--- src/rtl/fetch_ctrl_if.sv ---
// Instruction-memory fetch channel between the IF-stage sequencer and imem/cache.
interface fetch_ctrl_if;
    logic        imem_req;
    logic [15:0] imem_addr;
    logic        imem_ready;

    modport master (
        output imem_req,
        output imem_addr,
        input  imem_ready
    );

    modport slave (
        input  imem_req,
        input  imem_addr,
        output imem_ready
    );
endinterface

--- src/rtl/fetch_ctrl.sv ---
// IF-stage sequencer: owns the PC, picks the next PC (redirect/halt/stall/sequential)
// and runs the multi-cycle imem handshake, parking redirects that arrive during a miss.
module fetch_ctrl #(
    parameter logic [15:0] RESET_PC = 16'h0000,
    parameter logic [15:0] PC_STEP  = 16'h0002
) (
    input  logic          clk,
    input  logic          rst_n,
    input  logic          stall_i,
    input  logic          halt_i,
    input  logic          br_taken_i,
    input  logic [15:0]   br_target_i,
    input  logic [15:0]   pc_id_i,
    fetch_ctrl_if.master  imem,
    output logic [15:0]   pc_o,
    output logic [15:0]   pc_inc_o,
    output logic          if_valid_o,
    output logic          flush_if_o,
    output logic          halted_o
);

    typedef enum logic [1:0] {StFetch, StMiss, StHalted} state_e;

    state_e      state_q, state_d;
    logic [15:0] pc_q, pc_d;
    logic        pend_vld_q, pend_vld_d;
    logic [15:0] pend_tgt_q, pend_tgt_d;

    logic [15:0] br_tgt;
    logic [15:0] pc_seq;
    logic        req;
    logic        if_valid;
    logic        flush;

    assign br_tgt = {br_target_i[15:1], 1'b0};
    assign pc_seq = pc_q + PC_STEP;

    always_comb begin
        state_d    = state_q;
        pc_d       = pc_q;
        pend_vld_d = pend_vld_q;
        pend_tgt_d = pend_tgt_q;
        req        = 1'b0;
        if_valid   = 1'b0;
        flush      = 1'b0;

        unique case (state_q)
            StFetch, StMiss: begin
                req = 1'b1;
                if (imem.imem_ready) begin
                    state_d = StFetch;
                    if (state_q == StMiss && pend_vld_q) begin
                        // Data is from the wrong path; a redirect in this very cycle is newer.
                        pend_vld_d = 1'b0;
                        pc_d       = pend_tgt_q;
                        if (br_taken_i) begin
                            pc_d  = br_tgt;
                            flush = 1'b1;
                        end
                    end else if (br_taken_i) begin
                        pc_d  = br_tgt;
                        flush = 1'b1;
                    end else if (halt_i) begin
                        if_valid = 1'b1;
                        state_d  = StHalted;
                    end else if (stall_i) begin
                        if_valid = 1'b1;
                    end else begin
                        pc_d     = pc_seq;
                        if_valid = 1'b1;
                    end
                end else begin
                    state_d = StMiss;
                    if (br_taken_i) begin
                        pend_vld_d = 1'b1;
                        pend_tgt_d = br_tgt;
                        flush      = 1'b1;
                    end
                end
            end
            StHalted: begin
                state_d = StHalted;
            end
            default: begin
                state_d = StFetch;
            end
        endcase
    end

    always_ff @(posedge clk or negedge rst_n) begin
        if (!rst_n) begin
            state_q    <= StFetch;
            pc_q       <= RESET_PC;
            pend_vld_q <= 1'b0;
            pend_tgt_q <= RESET_PC;
            halted_o   <= 1'b0;
        end else begin
            state_q    <= state_d;
            pc_q       <= pc_d;
            pend_vld_q <= pend_vld_d;
            pend_tgt_q <= pend_tgt_d;
            halted_o   <= (state_d == StHalted);
        end
    end

    // Handshake outputs are forced low while reset is asserted, abandoning any request.
    assign imem.imem_req  = req & rst_n;
    assign imem.imem_addr = pc_q;
    assign if_valid_o     = if_valid & rst_n;
    assign flush_if_o     = flush & rst_n;
    assign pc_o           = pc_q;
    assign pc_inc_o       = stall_i ? pc_id_i : pc_seq;

endmodule

--- src/flat_wrapper.sv ---
// flat-port wrapper written by rule: the top's interface ports become plain ports
module fetch_ctrl_flat 
#(
    parameter logic [15:0] RESET_PC = 16'h0000,
    parameter logic [15:0] PC_STEP  = 16'h0002
)
  (clk, rst_n, stall_i, halt_i, br_taken_i, br_target_i, pc_id_i, pc_o, pc_inc_o, if_valid_o, flush_if_o, halted_o, imem_imem_req, imem_imem_addr, imem_imem_ready);
  fetch_ctrl_if imem_i ();
  input  logic clk;
  input  logic rst_n;
  input  logic stall_i;
  input  logic halt_i;
  input  logic br_taken_i;
  input  logic [15:0] br_target_i;
  input  logic [15:0] pc_id_i;
  output logic [15:0] pc_o;
  output logic [15:0] pc_inc_o;
  output logic if_valid_o;
  output logic flush_if_o;
  output logic halted_o;
  output wire logic [$bits(imem_i.imem_req)-1:0] imem_imem_req;
  output wire logic [$bits(imem_i.imem_addr)-1:0] imem_imem_addr;
  input wire logic [$bits(imem_i.imem_ready)-1:0] imem_imem_ready;
  assign imem_imem_req = imem_i.imem_req;
  assign imem_imem_addr = imem_i.imem_addr;
  assign imem_i.imem_ready = imem_imem_ready;
  fetch_ctrl #(.RESET_PC(RESET_PC), .PC_STEP(PC_STEP)) u_core (.clk(clk), .rst_n(rst_n), .stall_i(stall_i), .halt_i(halt_i), .br_taken_i(br_taken_i), .br_target_i(br_target_i), .pc_id_i(pc_id_i), .imem(imem_i), .pc_o(pc_o), .pc_inc_o(pc_inc_o), .if_valid_o(if_valid_o), .flush_if_o(flush_if_o), .halted_o(halted_o));
endmodule
--- config.mk ---
export PLATFORM = sky130hd
export DESIGN_NAME = fetch_ctrl_flat
export DESIGN_NICKNAME = d
export VERILOG_FILES = /design/src/rtl/fetch_ctrl_if.sv /design/src/rtl/fetch_ctrl.sv /design/src/flat_wrapper.sv
export SDC_FILE = /design/constraint.sdc
export NUM_CORES = 1
export LEC_CHECK = 0
export CORE_MARGIN = 1
export CORE_UTILIZATION = 40
export DETAILED_ROUTE_END_ITERATION = 7
export GPL_ROUTABILITY_DRIVEN = 0
export PLACE_DENSITY = 0.85
export SLEW_MARGIN = 20
export SYNTH_ARGS = -nofsm -noshare
export SYNTH_HDL_FRONTEND = slang
export SYNTH_SLANG_ARGS = --single-unit
--- constraint.sdc ---
create_clock -name clk -period 3.35 [get_ports clk]
set_input_delay 0.67 -clock clk [delete_from_list [all_inputs] [get_ports clk]]
set_output_delay 0.67 -clock clk [all_outputs]
set_load 0.1 [all_outputs]
## Word-level counts from Yosys, hierarchy flattened

Index checks and enable logic that the tools add are counted.

- Flip-flop bits (word level): 36
- Latch bits: 0
- RAM bits: 0
- Memory bits (read-only): 0
- Input bits: 38
- Word-level logic and storage cells: 44
- Memories kept: 0

- $add $sub $neg: 1
- Multiply operators: 0
- Divide/modulo/power cells: 0
- Magnitude comparators: 0
- Eq/ne operators: 6
- Shift operators: 0
- Muxes and demuxes: 21
- Bitwise logic cells: 4
- Reductions and logical operators: 7

Operators by type and width:

| cell | count |
|---|---|
| 2-to-1 mux 16 bit | 6 |
| adder 16 x 2 -> 16 bit (second input constant) | 1 |
| 2-to-1 mux 1 bit | 10 |
| 2-to-1 mux 2 bit | 4 |
| != test 3 x 1 -> 1 bit (second input constant) | 2 |
| == test 2 bit (second input constant) | 2 |
| one-hot mux 2 bit (2 select lines) | 1 |
| AND reduction 4 bit | 1 |
| bitwise AND 1 bit | 3 |
| AND reduction 3 bit | 1 |
| == test 2 x 1 -> 1 bit (second input constant) | 1 |
| logical NOT 2 bit | 1 |
| != test 2 x 1 -> 1 bit (second input constant) | 1 |
| AND reduction 2 bit | 1 |
| nonzero test 2 bit | 1 |
| OR reduction 2 bit | 1 |
| logical AND 1 bit | 1 |
| inverter 1 bit | 1 |

## Logic depth before layout (Yosys ltp)

- Depth in word-level cells: 6
- Mapped depth: 6
- Gate-level depth less buffers: 6

## Worst setup path after synthesis

Ideal clock, no wire load.

- Path kind: register -> output
- From: reg u_core.pc_q[3] (netlist: u_core.imem.imem_addr[3])
- To: out pc_inc_o[6]
- Arrival: 3.869 ns
- Data required time: 2.680 ns
- Path slack: -1.189 ns
- Stages on the path, launching flop included: 6
- Cell sequence: dfrtp_1 > buf_2 > nand3_1 > nor2_1 > xnor2_1 > o21ai_0

- Longest elaborated chain between the ends: 2

RTL lines:

| what | RTL line | source |
|---|---|---|
| start, declared | fetch_ctrl.sv:25 | `logic [15:0] pc_q, pc_d;` |
| start signal, assigned | fetch_ctrl.sv:99 | `pc_q <= pc_d;` |
| adder 16 x 2 -> 16 bit | fetch_ctrl.sv:36 | `assign pc_seq = pc_q + PC_STEP;` |
| 2-to-1 mux 16 bit | fetch_ctrl.sv:112 | `assign pc_inc_o = stall_i ? pc_id_i : pc_seq;` |
| end, declared | flat_wrapper.sv:17 | `output logic [15:0] pc_inc_o;` |

No other way between the ends.

## Worst setup path in the final report

- From: reg u_core.pc_q[1] (netlist: u_core.imem.imem_addr[1])
- To: out pc_inc_o[15]

The elaborated chain is that of the path after synthesis.

==> flow_summary.yaml <==
floorplanning:
  io_pins: 90
  initial_core_util_pct: 42.3
  die_x_um: 79.2
  row_count: 27
  die_h_um: 79.2
  dieArea_um2: 6280
  core_um2: 5640
detailed_routing:
  vias: 2215
  wirelength_um: 6210
  drc_errors: 0
  drt-initial-drc-count: 167
  dr.pass1.iters: 4
  final_antenna_net_count: 0
  post_drt_wl_per_cell_um: 15.4
  vias_per_cell: 5.51
worst_setup_path:
  crit_path_start_kind: "flop"
  cpPeakStageDelay_ns: 0.53
  crit_arrival_ns: 2.29
  end_kind: "primary output"
  path_buf_inv: 1
  worstSetupPathType: "reg2out"
  path_delay_family: "simple AND/OR/NAND/NOR gates"
  crit_chain: "ha_1 -> nand3_1 -> nor2_4 -> nand3_2 -> xor2_1 -> o21ai_2 -> buf_12"
  critical_path.max_fanout: 8
  cp.required_ns: 2.68
  slowest_stage: "dfrtp_1"
timing:
  tightest_slew_ns: 0.626
  final.period_utilization_pct: 88.4
  final_max_slew_viol_count: 0
  setup_viol: 0
  fin_skew_ns: 0.00514
  final_hold_viol_count: 0
  rsz0062_at_grt: "no"
  slew_headroom_pct: 58.3
  finalCriticalPeriod_ns: 2.96
  fin_ws_ns: 0.390
  max_freq_mhz: 338
  totalNegativeSetupSlack_ns: 0
logic_synthesis:
  synth.yosys.seq_area_share_pct: 37.8
  synth_warnings: 0
  synth_nets: 296
  synth_edf_count: 0
  synthArstFlopShare_pct: 100
  syn_inst: 257
  yosysUniqueCellTypes: 41
  ys.flop_type: "dfrtp_1"
  avgSynthCellArea_um2: 9.28
  ys_seq_elements: 36
  syn-cell-area_um2: 2390
global_routing:
  grt_pass1_vias: 2143
  grt.overflow.total: 0
  grt_max_degree: 37
  antenna_found_initial: 0
  grt_pass1_wl_um: 10100
  grt_usage_pct: 20.8
pwr:
  ir_drop_mv: 0.677
  p_sw_share_pct: 61.4
  p_int_uw: 1330
  p_leak_uw: 0.00146
  p_comb_share_pct: 69.0
  clockPowerShare_pct: 9.5
  p_seq_share_pct: 21.5
  power.density_nw_per_um2: 982
  power.switching_uw: 2110
clocking:
  insertion_delay_ns: 0.29
  cts_tree: "done"
  clock_path_buffers: 2
  postCtsSetupBuffers: 0
  cts-root-buf: "clkbuf_8"
  cts_made_buffers: 5
  cts-resized-gates: 0
  h-tree-depth: 2
  clk_pin_slew_ns: 0.07
  ctsHoldBuffers: 0
  clock-sinks: 36
placed_design:
  post-place-ws_ns: 0.678
  port_buffers: 88
  dp_hpwl_um: 4560
hold_path:
  min_path_type: "in2async"
status:
  status: "finished clean"
finish:
  n_antenna_cell: 0
  nets: 368
  layout-drive-gt1-share_pct: 30.0
  syn_to_final_growth_pct: 46.8
job:
  maxCapViolations: 0
-- synth_stat cells, types with 2 or more instances --
| library cell | instances | area [um^2] |
|---|---|---|
| dfrtp_1 | 36 | 901 |
| nand2_1 | 25 | 93.8 |
| o21ai_1 | 22 | 110 |
| nor2_1 | 19 | 71.3 |
| buf_4 | 17 | 128 |
| o21ai_0 | 15 | 75.1 |
| nor3b_1 | 12 | 90.1 |
| a221oi_1 | 10 | 87.6 |
| mux2_2 | 10 | 113 |
| xnor2_1 | 10 | 87.6 |
| mux2_1 | 9 | 101 |
| buf_2 | 8 | 40.0 |
| inv_1 | 6 | 22.5 |
| nand3_1 | 6 | 30.0 |
| a21oi_1 | 5 | 25.0 |
| clkbuf_1 | 5 | 18.8 |
| a31oi_1 | 3 | 18.8 |
| and2_1 | 3 | 18.8 |
| nor2b_1 | 3 | 18.8 |
| nor3_2 | 3 | 30.0 |
| o22ai_1 | 3 | 18.8 |
| xor2_1 | 3 | 26.3 |
| a21o_1 | 2 | 15.0 |
| and3_1 | 2 | 12.5 |
| mux2i_1 | 2 | 20.0 |
| nor3_1 | 2 | 10.0 |
| nor4_4 | 2 | 42.5 |
-- layout make-up --
cell class | instances | area (um^2)
fillers | 453 | 2140
multi-input cells | 184 | 1340
repair buffers | 96 | 1060
flip-flops and latches | 36 | 901
clock buffers | 8 | 90.1
well taps | 72 | 90.1
inverters | 6 | 22.5
-- through the flow --
step / hold WS, ns / std cells / util [%] / instance area, um^2 / total power [uW]
after floorplan: 0.374 / 257 / - / 2460 / 2610
after global placement: 0.461 / 394 / 60.5 / 3410 / 3090
after detailed placement: 0.471 / 394 / 60.5 / 3410 / 3130
after CTS: 0.459 / 402 / 62.1 / 3500 / 3450
after global routing: 0.487 / 402 / 62.1 / 3500 / 3560
final: 0.434 / 402 / 62.1 / 3500 / 3440
-- per-layer routing --
metal | vias to the layer above | wire length (um) | GRT usage [%]
li1 | 1046 | - | -
met1 | 1074 | 2680 | 26.1
met2 | 89 | 2990 | 34.7
met3 | 6 | 466 | 5.63
met4 | 0 | 72 | 6.55
met5 | - | 0 | 0
-- cell usage in the layout, fill, tap and decap left out, drive strengths merged, types with 2 or more instances in the layout --
cell type      count
o31ai              2
o22ai              3
and3               2
mux2              19
nor2              20
a221oi            10
nand2b             2
xnor2             10
a21o               2
nor2b              3
nand3              7
dfrtp             36
nor3               5
nor3b             12
buf               61
nor4               2
nand4              2
o21ai             37
and2               3
mux2i              2
clkbuf             8
a31oi              3
inv                6
clkdlybuf4s50     35
a21oi              6
nand2             25
xor2               3
-- kinds of logic after synthesis --
logic type / share of synthesized area [%]
AND/OR/NAND/NOR: 21.0
XOR/XNOR: 4.77
multiplexers: 9.81
buffers and inverters: 8.91
adder cells (fa/ha/maj): 0.524
AO/OA/AOI/OAI: 17.2
flip-flops: 37.8
-- flip-flops by register name (all words and copies together) (netlist names) --
signal / cells
u_core.state_q: 2
u_core.imem.imem_addr: 16
u_core.halted_o: 1
u_core.pend_tgt_q: 16
u_core.pend_vld_q: 1
-- power by group through the flow --
| stage | clock network [uW] | registers, uW | logic [uW] |
|---|---|---|---|
| after CTS | 330 | 739 | 2380 |
| after detailed placement | 0 | 747 | 2380 |
| after global placement | 0 | 735 | 2360 |
| after floorplan | 0 | 1220 | 1390 |
| final | 326 | 741 | 2370 |
| after global routing | 347 | 762 | 2450 |
-- final timing paths --
kind	start	end	slack (ns)	depth (start not counted)
max	u_core.imem.imem_addr[1]$_DFFE_PN0P_	pc_inc_o[15]	0.39	7
min reg2reg	u_core.pend_tgt_q[11]$_DFFE_PN0P_	u_core.pend_tgt_q[11]$_DFFE_PN0P_	0.49	1
min in group clk	u_core.pend_tgt_q[11]$_DFFE_PN0P_	u_core.pend_tgt_q[11]$_DFFE_PN0P_	0.49	1
min	rst_n	u_core.pend_tgt_q[5]$_DFFE_PN0P_	0.43	2
max in group asynchronous	rst_n	u_core.imem.imem_addr[0]$_DFFE_PN0P_	2.59	2
max reg2reg	u_core.imem.imem_addr[1]$_DFFE_PN0P_	u_core.imem.imem_addr[15]$_DFFE_PN0P_	1.41	6
No activity file was read; power rests on OpenSTA's default activity.
